**src/rtl/wb_pkg.sv**
```systemverilog
// Shared register-bus definitions: widths, controller state codes and the
// SEL/address legality rule that initiator and slaves must agree on.
package wb_pkg;
    localparam int WB_AW = 32;
    localparam int WB_DW = 32;
    localparam int WB_SW = WB_DW / 8;

    localparam logic [1:0] ST_IDLE = 2'd0;
    localparam logic [1:0] ST_ADDR = 2'd1;
    localparam logic [1:0] ST_DATA = 2'd2;

    typedef struct packed {
        logic             we;
        logic [WB_AW-1:0] adr;
        logic [WB_SW-1:0] sel;
        logic [WB_DW-1:0] dat;
    } wb_req_t;

    // Register slaves only decode full words and naturally aligned halfwords.
    function automatic logic sel_legal(input logic [WB_SW-1:0] sel, input logic [1:0] adr_lo);
        case (sel)
            4'b1111:          sel_legal = (adr_lo == 2'b00);
            4'b1100, 4'b0011: sel_legal = ~adr_lo[0];
            default:          sel_legal = 1'b0;
        endcase
    endfunction
endpackage

```
**src/rtl/wb_timeout_cnt.sv**
```systemverilog
// Bus-cycle watchdog: counts enabled cycles while a transaction is open and
// flags the last allowed cycle. A limit of 0 never expires.
module wb_timeout_cnt (
    input  logic        CLK,
    input  logic        RST_SYNC,
    input  logic        en,
    input  logic        clear,
    input  logic        active,
    input  logic [15:0] limit,
    output logic        expired
);
    logic [15:0] cnt;

    always_ff @(posedge CLK) begin
        if (RST_SYNC) begin
            cnt <= '0;
        end else if (en) begin
            if (clear)
                cnt <= '0;
            else if (active)
                cnt <= cnt + 16'd1;
        end
    end

    assign expired = (limit != 16'd0) && (cnt == limit - 16'd1);
endmodule

```
**src/rtl/wb_master_ctrl.sv**
```systemverilog
// Wishbone B4 pipelined initiator: one bus cycle per core request, with
// local SEL legality check, STALL/ACK/ERR handling and a timeout abort.
module wb_master_ctrl
    import wb_pkg::*;
#(
    parameter int TIMEOUT_CYCLES = 255,
    parameter bit CHECK_SEL      = 1'b1
) (
    input  logic             CLK,
    input  logic             RST_SYNC,
    input  logic             EN,
    input  logic             REQ_IN,
    input  logic             REQ_WE_IN,
    input  logic [WB_AW-1:0] REQ_ADDR_IN,
    input  logic [WB_SW-1:0] REQ_SEL_IN,
    input  logic [WB_DW-1:0] REQ_WR_DATA_IN,
    output logic             REQ_ACK_OUT,
    output logic             RSP_VALID_OUT,
    output logic             RSP_ERR_OUT,
    output logic             RSP_TIMEOUT_OUT,
    output logic [WB_DW-1:0] RSP_RD_DATA_OUT,
    output logic [WB_AW-1:0] WB_ADR_OUT,
    output logic             WB_CYC_OUT,
    output logic             WB_STB_OUT,
    output logic             WB_WE_OUT,
    output logic [WB_SW-1:0] WB_SEL_OUT,
    output logic [WB_DW-1:0] WB_DAT_WR_OUT,
    input  logic [WB_DW-1:0] WB_DAT_RD_IN,
    input  logic             WB_ACK_IN,
    input  logic             WB_STALL_IN,
    input  logic             WB_ERR_IN
);
    logic [1:0] state;
    wb_req_t    req_q;
    logic       req_legal;
    logic       expired;

    assign REQ_ACK_OUT = EN & (state == ST_IDLE) & REQ_IN;
    assign req_legal   = !CHECK_SEL || sel_legal(REQ_SEL_IN, REQ_ADDR_IN[1:0]);

    assign WB_ADR_OUT    = req_q.adr;
    assign WB_WE_OUT     = req_q.we;
    assign WB_SEL_OUT    = req_q.sel;
    assign WB_DAT_WR_OUT = req_q.dat;

    wb_timeout_cnt u_tmo (
        .CLK      (CLK),
        .RST_SYNC (RST_SYNC),
        .en       (EN),
        .clear    (REQ_ACK_OUT),
        .active   (state != ST_IDLE),
        .limit    (16'(TIMEOUT_CYCLES)),
        .expired  (expired)
    );

    always_ff @(posedge CLK) begin
        if (RST_SYNC) begin
            state           <= ST_IDLE;
            req_q           <= '0;
            WB_CYC_OUT      <= 1'b0;
            WB_STB_OUT      <= 1'b0;
            RSP_VALID_OUT   <= 1'b0;
            RSP_ERR_OUT     <= 1'b0;
            RSP_TIMEOUT_OUT <= 1'b0;
            RSP_RD_DATA_OUT <= '0;
        end else if (EN) begin
            RSP_VALID_OUT   <= 1'b0;
            RSP_ERR_OUT     <= 1'b0;
            RSP_TIMEOUT_OUT <= 1'b0;
            case (state)
                ST_IDLE: begin
                    if (REQ_ACK_OUT) begin
                        req_q <= '{we: REQ_WE_IN, adr: REQ_ADDR_IN, sel: REQ_SEL_IN, dat: REQ_WR_DATA_IN};
                        if (req_legal) begin
                            state      <= ST_ADDR;
                            WB_CYC_OUT <= 1'b1;
                            WB_STB_OUT <= 1'b1;
                        end else begin
                            RSP_VALID_OUT <= 1'b1;
                            RSP_ERR_OUT   <= 1'b1;
                        end
                    end
                end
                ST_ADDR: begin
                    // ACK/ERR cannot legally arrive before the address phase is taken.
                    if (expired) begin
                        state           <= ST_IDLE;
                        WB_CYC_OUT      <= 1'b0;
                        WB_STB_OUT      <= 1'b0;
                        RSP_VALID_OUT   <= 1'b1;
                        RSP_ERR_OUT     <= 1'b1;
                        RSP_TIMEOUT_OUT <= 1'b1;
                    end else if (!WB_STALL_IN) begin
                        state      <= ST_DATA;
                        WB_STB_OUT <= 1'b0;
                    end
                end
                ST_DATA: begin
                    if (WB_ERR_IN || WB_ACK_IN) begin
                        state         <= ST_IDLE;
                        WB_CYC_OUT    <= 1'b0;
                        RSP_VALID_OUT <= 1'b1;
                        RSP_ERR_OUT   <= WB_ERR_IN;
                        if (!WB_ERR_IN && !req_q.we)
                            RSP_RD_DATA_OUT <= WB_DAT_RD_IN;
                    end else if (expired) begin
                        state           <= ST_IDLE;
                        WB_CYC_OUT      <= 1'b0;
                        RSP_VALID_OUT   <= 1'b1;
                        RSP_ERR_OUT     <= 1'b1;
                        RSP_TIMEOUT_OUT <= 1'b1;
                    end
                end
                default: begin
                    state      <= ST_IDLE;
                    WB_CYC_OUT <= 1'b0;
                    WB_STB_OUT <= 1'b0;
                end
            endcase
        end
    end
endmodule

```
**config.mk**
```make
export PLATFORM = sky130hd
export DESIGN_NAME = wb_master_ctrl
export DESIGN_NICKNAME = d
export VERILOG_FILES = /design/src/rtl/wb_pkg.sv /design/src/rtl/wb_timeout_cnt.sv /design/src/rtl/wb_master_ctrl.sv
export SDC_FILE = /design/constraint.sdc
export NUM_CORES = 1
export LEC_CHECK = 0
export BUFFER_PORTS_ARGS = -buffer_cell sky130_fd_sc_hd__buf_2
export CAP_MARGIN = 25
export CELL_PAD_IN_SITES_DETAIL_PLACEMENT = 0
export CELL_PAD_IN_SITES_GLOBAL_PLACEMENT = 1
export CORE_ASPECT_RATIO = 1.5
export CORE_MARGIN = 2
export CORE_UTILIZATION = 34
export CTS_CLUSTER_DIAMETER = 200
export DETAILED_ROUTE_END_ITERATION = 8
export MAX_ROUTING_LAYER = met4
export PLACE_DENSITY = 0.83
export SYNTH_ARGS = -nofsm -noshare
export SYNTH_HDL_FRONTEND = slang
export SYNTH_HIERARCHICAL = 1
export SYNTH_SLANG_ARGS = --single-unit
```
**constraint.sdc**
```tcl
create_clock -name CLK -period 3.4 [get_ports CLK]
set_clock_uncertainty 0.2 [all_clocks]
set_input_delay 0.51 -clock CLK [delete_from_list [all_inputs] [get_ports CLK]]
set_output_delay 0.51 -clock CLK [all_outputs]
set_load 0.1 [all_outputs]
```
Word-level counts from Yosys, hierarchy flattened
Cells that the tools add are included.
{"block": "classes", "bitwise": 4, "addsub": 1, "n_eq_ne": 10, "n_reduce_logical": 15, "mux": 27}
{"op": "16-bit two-way mux", "n": 2}
{"op": "16-bit by 1-bit adder with 16-bit output (second input constant)", "n": 1}
{"op": "16-bit by 8-bit equality test with 1-bit output (second input constant)", "n": 1}
{"op": "1-bit two-way mux", "n": 12}
{"op": "2-bit two-way mux", "n": 6}
{"op": "1-bit one-hot mux with 3 select lines", "n": 4}
{"op": "5-bit AND reduction", "n": 2}
{"op": "4-bit equality test (second input constant)", "n": 2}
{"op": "3-bit != test (second input constant)", "n": 2}
{"op": "2-bit one-hot mux with 3 select lines", "n": 1}
{"op": "3-bit AND reduction", "n": 2}
{"op": "4-bit by 2-bit equality test with 1-bit output (second input constant)", "n": 1}
{"op": "2-bit zero test", "n": 2}
{"op": "2-bit != test (second input constant)", "n": 2}
{"op": "1-bit one-hot mux with 2 select lines", "n": 2}
{"op": "4-bit AND reduction", "n": 1}
{"op": "2-bit nonzero test", "n": 2}
{"op": "1-bit AND", "n": 2}
{"op": "2-bit by 1-bit equality test with 1-bit output (second input constant)", "n": 1}
{"op": "2-bit equality test (second input constant)", "n": 1}
{"op": "1-bit zero test", "n": 2}
{"op": "1-bit inverter", "n": 2}
{"op": "2-bit AND reduction", "n": 1}
{"op": "2-bit OR reduction", "n": 1}
{"op": "other kinds (2)", "n": 2}
{"block": "word_totals", "register_bits": 124, "out_inout_bits": 107, "elab_cells": 69, "in_bits": 108}

Logic depth before layout (Yosys ltp)
Gate-level depths: netlist of run 1.
{"block": "logic_depth", "word_depth": 6, "depth_mapped": 13, "mapped_depth_nobuf": 12}

Modules after synthesis
The synthesis of run 1 kept the hierarchy.
{"module": "wb_master_ctrl", "seq_area_each_um2": 2162.1, "cells_each": 503, "area_each_um2": 3978.8, "instances": 1}
{"module": "wb_timeout_cnt", "seq_area_each_um2": 320.3, "cells_each": 159, "area_each_um2": 1265.0, "instances": 1}

Worst setup path after synthesis of run 1
No wires, ideal clock.
{"block": "synth_timing", "kind": "input to register", "from": "input port EN", "to": "register u_tmo.cnt[15]", "setup_ns": 0.128, "cell_stages": 11, "t_arrival_ns": 2.731, "slack_ns": 0.341, "required_time_ns": 3.072, "n_path_buf": 3, "cell_sequence": "buf_2 nand3_2 inv_2 buf_2 o21ai_1 or3_1 clkbuf_1 nor3_1 nand3_1 xor2_1 nor2_1"}
{"block": "synth_between", "elab_chain_cells": 4, "elab_cells_between_ends": 5, "classes_between": "mux (1); bitwise (2); reduce/logical (2)"}
{"item": "start, declared", "line_no": "wb_master_ctrl.sv:11", "source": "input logic EN,"}
{"item": "1-bit AND * (2 in a row)", "line_no": "wb_master_ctrl.sv:38", "source": "assign REQ_ACK_OUT = EN & (state == ST_IDLE) & REQ_IN;"}
{"item": "named net REQ_ACK_OUT", "line_no": "wb_master_ctrl.sv:17", "source": "output logic REQ_ACK_OUT,"}
{"item": "2-bit nonzero test (no source line)"}
{"item": "2-bit AND reduction (no source line)"}
{"item": "end signal, assigned", "line_no": "wb_timeout_cnt.sv:21", "source": "cnt <= cnt + 16'd1;"}
{"item": "end, declared", "line_no": "wb_timeout_cnt.sv:12", "source": "logic [15:0] cnt;"}
The timed path passes the listed nets; every way through them passes the cells marked *.
A chain may end at the register's enable or synchronous reset.

Final worst setup path of run 1
{"block": "layout_timing", "from": "register state[1]", "to": "output port REQ_ACK_OUT"}
{"block": "layout_between", "elab_chain_cells": 3}
{"item": "start, declared", "line_no": "wb_master_ctrl.sv:33", "source": "logic [1:0] state;"}
{"item": "start signal, assigned", "line_no": "wb_master_ctrl.sv:58", "source": "state <= ST_IDLE;"}
{"item": "start signal, assigned", "line_no": "wb_master_ctrl.sv:75", "source": "state <= ST_ADDR;"}
{"item": "start signal, assigned", "line_no": "wb_master_ctrl.sv:87", "source": "state <= ST_IDLE;"}
{"item": "2-bit zero test", "line_no": "wb_master_ctrl.sv:38"}
{"item": "1-bit AND (2 in a row)", "line_no": "wb_master_ctrl.sv:38"}
{"item": "end, declared", "line_no": "wb_master_ctrl.sv:17"}
No other way between the ends.

==> results.sh, run 1 <==
export IMPL_r2r_end="WB_STB_OUT"
export IMPL_multiInputGateArea_sq_um=2780
export IMPL_area_delta_synth_final_pct=38.4
export IMPL_cts_buffers_inserted=17
export IMPL_seqCellArea_sq_um=2480
export IMPL_core_sq_um=15100
export IMPL_cts_repair_resized=0
export IMPL_critical_path_endpoint_type="primary output"
export IMPL_status="complete, no violations"
export IMPL_hold_violations=0
export IMPL_grt_max_degree=76
export IMPL_cp_start_kind="flop"
export IMPL_grt_remaining_overflow=0
export IMPL_final_common_cell="nand2_1"
export IMPL_hold_depth=3
export IMPL_firstDrtPassIters=4
export IMPL_cts_buffer_depth=2
export IMPL_placementRows=55
export IMPL_grt_pass1_wl_um=22800
export IMPL_clock_sinks=124
export IMPL_cts_tree="done"
export IMPL_hold_end="WB_DAT_WR_OUT[16]"
export IMPL_dieArea_sq_um=16500
export IMPL_gr_usage_all_layers_pct=18.0
export IMPL_pre_cts_ws_ns=0.724
export IMPL_nets=1042
export IMPL_synthCells=662
export IMPL_layout_setup_ws_ns=0.546
export IMPL_slew_viol_final=0
export IMPL_vias=5107
export IMPL_hold_buffers=0
export IMPL_port_buffers=214
export IMPL_timing_max_cap_violations=0
export IMPL_timing_fmax_mhz=350
export IMPL_fin_crit_sh_pct=83.9
export IMPL_ys_flop_type="dfxtp_1"
export IMPL_relSlewSlack_pct=46.5
export IMPL_synth_seq_area_share_pct=47.3
export IMPL_pin_count=215
export IMPL_peakVddDrop_v=0.000402
export IMPL_finalWeightedCongestion=0.775
export IMPL_ant_nets=0
export IMPL_viasPerCell=4.48
export IMPL_post_cts_buffers=0
export IMPL_fin_setup_tns_ns=0
export IMPL_ff2ff_setup_slack_ns=0.67
export IMPL_synth_top_area_cell="dfxtp_1"
export IMPL_cp_max_fo=75
export IMPL_htree_levels=4
export IMPL_clkLatencyLatePin_ns=0.41
export IMPL_syn_area_per_cell_sq_um=7.92
export IMPL_fill_cells=1548
export IMPL_worstMarginPinSlew_ns=0.803
export IMPL_fin_crit_ns=2.85
export IMPL_ys_types=59
export IMPL_die_w_um=105
export IMPL_timing_hold_ws_ns=0.124
export IMPL_r2r_start="u_tmo/cnt[4]"
export IMPL_r2r_cells=9
export IMPL_synth_edf_count=0
export IMPL_post_dp_hpwl_um=10500
export IMPL_drtIter0Drc=225
export IMPL_routed_wl_um=14800
export IMPL_antenna_found_initial=2
export IMPL_synth_area_leaders="dfxtp_1, nand2_1, a21oi_1"
export IMPL_root_buffer="clkbuf_16"
export IMPL_cp_data_required_time_ns=2.69
export IMPL_ys_ff_latch=124
export IMPL_cts_clk_slew_worst_paths_ns=0.06
export IMPL_critPathKind="reg2out"
export IMPL_grt_pass1_vias=4643
export IMPL_p_leak_nw=3.30
export IMPL_synth_warnings=6
export IMPL_final_cell_mix="nand2_1, buf_2, dfxtp_1, a21oi_1, conb_1"
export IMPL_holdCritStartpoint="REQ_WR_DATA_IN[16]"
export IMPL_synth_cell_area_sq_um=5240
export IMPL_die_h_um=156
export IMPL_power_per_cell_area_nw_per_um2=578
export IMPL_rsz0062_at_grt="false"
export IMPL_arrival_ns=2.14
export IMPL_final_layout_size_suffix_gt1_share_pct=28.2
export IMPL_start_util_pct=34.8
export IMPL_setup_viol=0
export IMPL_drc_errors=0
export IMPL_hp_class="in2reg"
export IMPL_ys_async_sr_fraction_pct=0
export IMPL_synth_top_area_share_pct=47.3
export IMPL_wl_per_cell_um=12.9
-- worst max-delay path: stages (launching register included) --
cell,delay [ns]
dfxtp_1,0.35
inv_1,0.11
ha_1,0.19
nand3_2,0.09
inv_2,0.09
buf_4,0.62
buf_12,0.26
-- sequential cells by signal, summed over array words and instances (netlist names) --
signal,count
WB_CYC_OUT,1
RSP_RD_DATA_OUT,32
WB_STB_OUT,1
WB_SEL_OUT,4
RSP_VALID_OUT,1
RSP_ERR_OUT,1
WB_WE_OUT,1
WB_ADR_OUT,32
WB_DAT_WR_OUT,32
RSP_TIMEOUT_OUT,1
u_tmo/cnt,16
state,2
-- cell type report --
type | count | share of cell area, %
Sequential cell | 124 | 34.2
Tap cell | 199 | 3.43
Antenna cell | 2 | 0.0690
Inverter | 11 | 0.569
Clock buffer | 18 | 6.05
Clock inverter | 14 | 1.71
Multi-Input combinational cell | 553 | 38.3
Timing Repair Buffer | 220 | 15.6
-- power breakdown --
part           leakage, nW  internal, mW  switching, mW  total, mW
registers             1.01          1.52         0.0356       1.56
clock network        0.274         0.980          0.744       1.72
logic                 2.02         0.187          0.726      0.913
-- worst max-delay path by stage --
| stage | from | endpoint | slack (ns) |
|---|---|---|---|
| 6_report | state[1] | REQ_ACK_OUT | 0.55 |
| 5_1_grt | state[1] | REQ_ACK_OUT | 0.41 |
| 4_1_cts | state[1] | REQ_ACK_OUT | 0.49 |
| 3_5_place_dp | u_tmo/cnt[4] | WB_STB_OUT | 0.72 |
| 3_3_place_gp | EN | REQ_ACK_OUT | 0.78 |
| 2_1_floorplan | EN | u_tmo/cnt[15] | 0.34 |
-- cell families after synthesis --
kind of cell	synth area share, %
simple gates	25.1
mux	1.34
flops	47.3
buf+inv	4.18
fa+ha+maj	1.67
other cells	0.143
compound gates	15.6
xor+xnor	4.68
-- layer usage --
metal	GRT usage (%)	part of all wire [%]	up-vias
li1	-	-	2670
met1	20.3	40	2280
met2	29.9	52	138
met3	5.14	5.6	19
met4	7.56	1.8	0
met5	-	0	-
-- cell usage after synthesis, types with 2 or more instances --
cell type  number
nand2_1       221
dfxtp_1       124
a21oi_1       112
nor2_1         23
clkbuf_1       20
xor2_1         18
buf_2          13
inv_1          10
xnor2_1        10
nor3_1          8
o21ai_0         8
ha_1            7
mux2i_1         7
nor2b_1         6
nor4_1          5
nand3_1         4
or3_1           4
a221o_1         3
a22oi_1         3
buf_4           3
nand2b_1        3
nand4_1         3
or2_2           3
a211oi_1        2
a31oi_1         2
conb_1          2
nand4b_1        2
nor3b_1         2
nor4_2          2
o21a_1          2
o221a_1         2
-- stage by stage --
step	power, mW	area, sq um	std cells	util [%]
after floorplan	2.31	5480	726	-
after global placement	2.50	6690	1107	44.4
after detailed placement	2.51	6690	1107	44.4
after CTS	4.24	7250	1139	48.1
after global routing	4.37	7260	1141	48.2
final	4.20	7260	1141	48.2
No activity file was read; power rests on OpenSTA's default activity.
==> inputs of run 2 (changes only) <==
==> constraint.sdc (replaced) <==
create_clock -name CLK -period 3 [get_ports CLK]
set_clock_uncertainty 0.2 [all_clocks]
set_input_delay 0.45 -clock CLK [delete_from_list [all_inputs] [get_ports CLK]]
set_output_delay 0.45 -clock CLK [all_outputs]
set_load 0.1 [all_outputs]
==> results.sh, run 2 (synthesis results as in run 1) <==
export IMPL_status="complete, no violations"
export IMPL_port_buffers=214
export IMPL_instances_no_fill=1141
export IMPL_peakVddDrop_v=0.000391
export IMPL_drc_errors=0
export IMPL_final_cell_mix="nand2_1, buf_2, dfxtp_1, a21oi_1, conb_1"
export IMPL_hold_buffers=0
export IMPL_ant_nets=0
export IMPL_dieArea_sq_um=16500
export IMPL_fin_crit_ns=2.65
export IMPL_cp_data_required_time_ns=2.35
export IMPL_grt_pass1_vias=4868
export IMPL_placed_cell_area_sq_um=6720
export IMPL_slew_viol_final=0
export IMPL_setup_viol=0
export IMPL_fin_setup_tns_ns=0
export IMPL_die_w_um=105
export IMPL_start_util_pct=34.8
export IMPL_hp_class="in2reg"
export IMPL_post_dp_hpwl_um=10500
export IMPL_placementRows=55
export IMPL_core_sq_um=15100
export IMPL_hold_depth=3
export IMPL_area_delta_synth_final_pct=39.1
export IMPL_viasPerCell=4.50
export IMPL_cts_buffers_inserted=17
export IMPL_grt_max_degree=70
export IMPL_r2r_cells=9
export IMPL_nets=1044
export IMPL_timing_max_cap_violations=0
export IMPL_gr_usage_all_layers_pct=18.1
export IMPL_fin_crit_sh_pct=88.3
export IMPL_cts_clk_slew_worst_paths_ns=0.06
export IMPL_critPathKind="reg2out"
export IMPL_root_buffer="clkbuf_16"
export IMPL_cts_tree="done"
export IMPL_cp_start_kind="flop"
export IMPL_routed_wl_um=14700
export IMPL_post_cts_buffers=0
export IMPL_dp_cells=1109
export IMPL_firstDrtPassIters=4
export IMPL_timing_fmax_mhz=377
export IMPL_cts_repair_resized=0
export IMPL_vias=5138
export IMPL_hold_violations=0
export IMPL_cp_max_fo=57
export IMPL_pin_count=215
export IMPL_clkLatencyLatePin_ns=0.40
export IMPL_power_per_cell_area_nw_per_um2=659
export IMPL_drtIter0Drc=177
export IMPL_wl_per_cell_um=12.9
export IMPL_grt_pass1_wl_um=23200
export IMPL_timing_hold_ws_ns=0.0745
export IMPL_arrival_ns=2.00
export IMPL_design_area_sq_um=7290
export IMPL_power_total_mw=4.80
export IMPL_grt_remaining_overflow=0
export IMPL_rsz0062_at_grt="false"
export IMPL_antenna_found_initial=0
export IMPL_finalWeightedCongestion=0.843
export IMPL_htree_levels=4
export IMPL_critical_path_endpoint_type="primary output"
export IMPL_worstMarginPinSlew_ns=0.742
export IMPL_p_leak_nw=3.31
export IMPL_final_common_cell="nand2_1"
export IMPL_clock_sinks=124
export IMPL_die_h_um=156
export IMPL_final_layout_size_suffix_gt1_share_pct=28.2
export IMPL_cts_buffer_depth=2
export IMPL_relSlewSlack_pct=50.6
run 2: layout make-up:
class                   instances  area (sq um)
fillers                      1568          7780
multi-input cells             553          2780
flip-flops and latches        124          2480
repair buffers                222          1160
clock buffers                  18           429
well taps                     199           249
clock inverters                13           146
inverters                      11          41.3
diodes                          1          2.50
run 2: worst paths after layout:
| kind | slack (ns) | endpoint | start |
|---|---|---|---|
| setup / recovery | 0.35 | REQ_ACK_OUT | state[0] |
| hold / removal | 0.07 | WB_DAT_WR_OUT[7] | REQ_WR_DATA_IN[7] |
| setup reg to reg | 0.44 | u_tmo/cnt[15] | state[0] |
| hold reg to reg | 0.25 | RSP_RD_DATA_OUT[17] | RSP_RD_DATA_OUT[17] |
run 2: metal layers:
| layer | vias to the layer above | GRT usage (%) | share of wire (%) | routed length (um) |
|---|---|---|---|---|
| li1 | 2668 | - | - | - |
| met2 | 136 | 31.0 | 52 | 7630 |
| met4 | 0 | 7.75 | 2.7 | 397 |
| met5 | - | - | 0 | 0 |
| met3 | 27 | 4.59 | 4.7 | 689 |
| met1 | 2307 | 19.9 | 41 | 6010 |
run 2: power by group:
group	internal (mW)	switching, mW	total, mW
Sequential	1.73	0.0412	1.77
Combinational	0.217	0.826	1.04
Clock	1.22	0.770	1.99
run 2: through the flow:
step | utilization [%] | setup slack, ns
4_1_cts | 48.4 | 0.305
5_1_grt | 48.4 | 0.184
3_5_place_dp | 44.6 | 0.433
6_report | 48.4 | 0.350
3_3_place_gp | 44.6 | 0.504
2_1_floorplan | - | 0.00132
run 2: worst max-delay path: stages, from the launching register on:
cell and delay [ns]:
dfxtp_1 0.34, inv_1 0.12, ha_1 0.20, nand3_2 0.10, inv_2 0.07, buf_4 0.52
buf_12 0.26
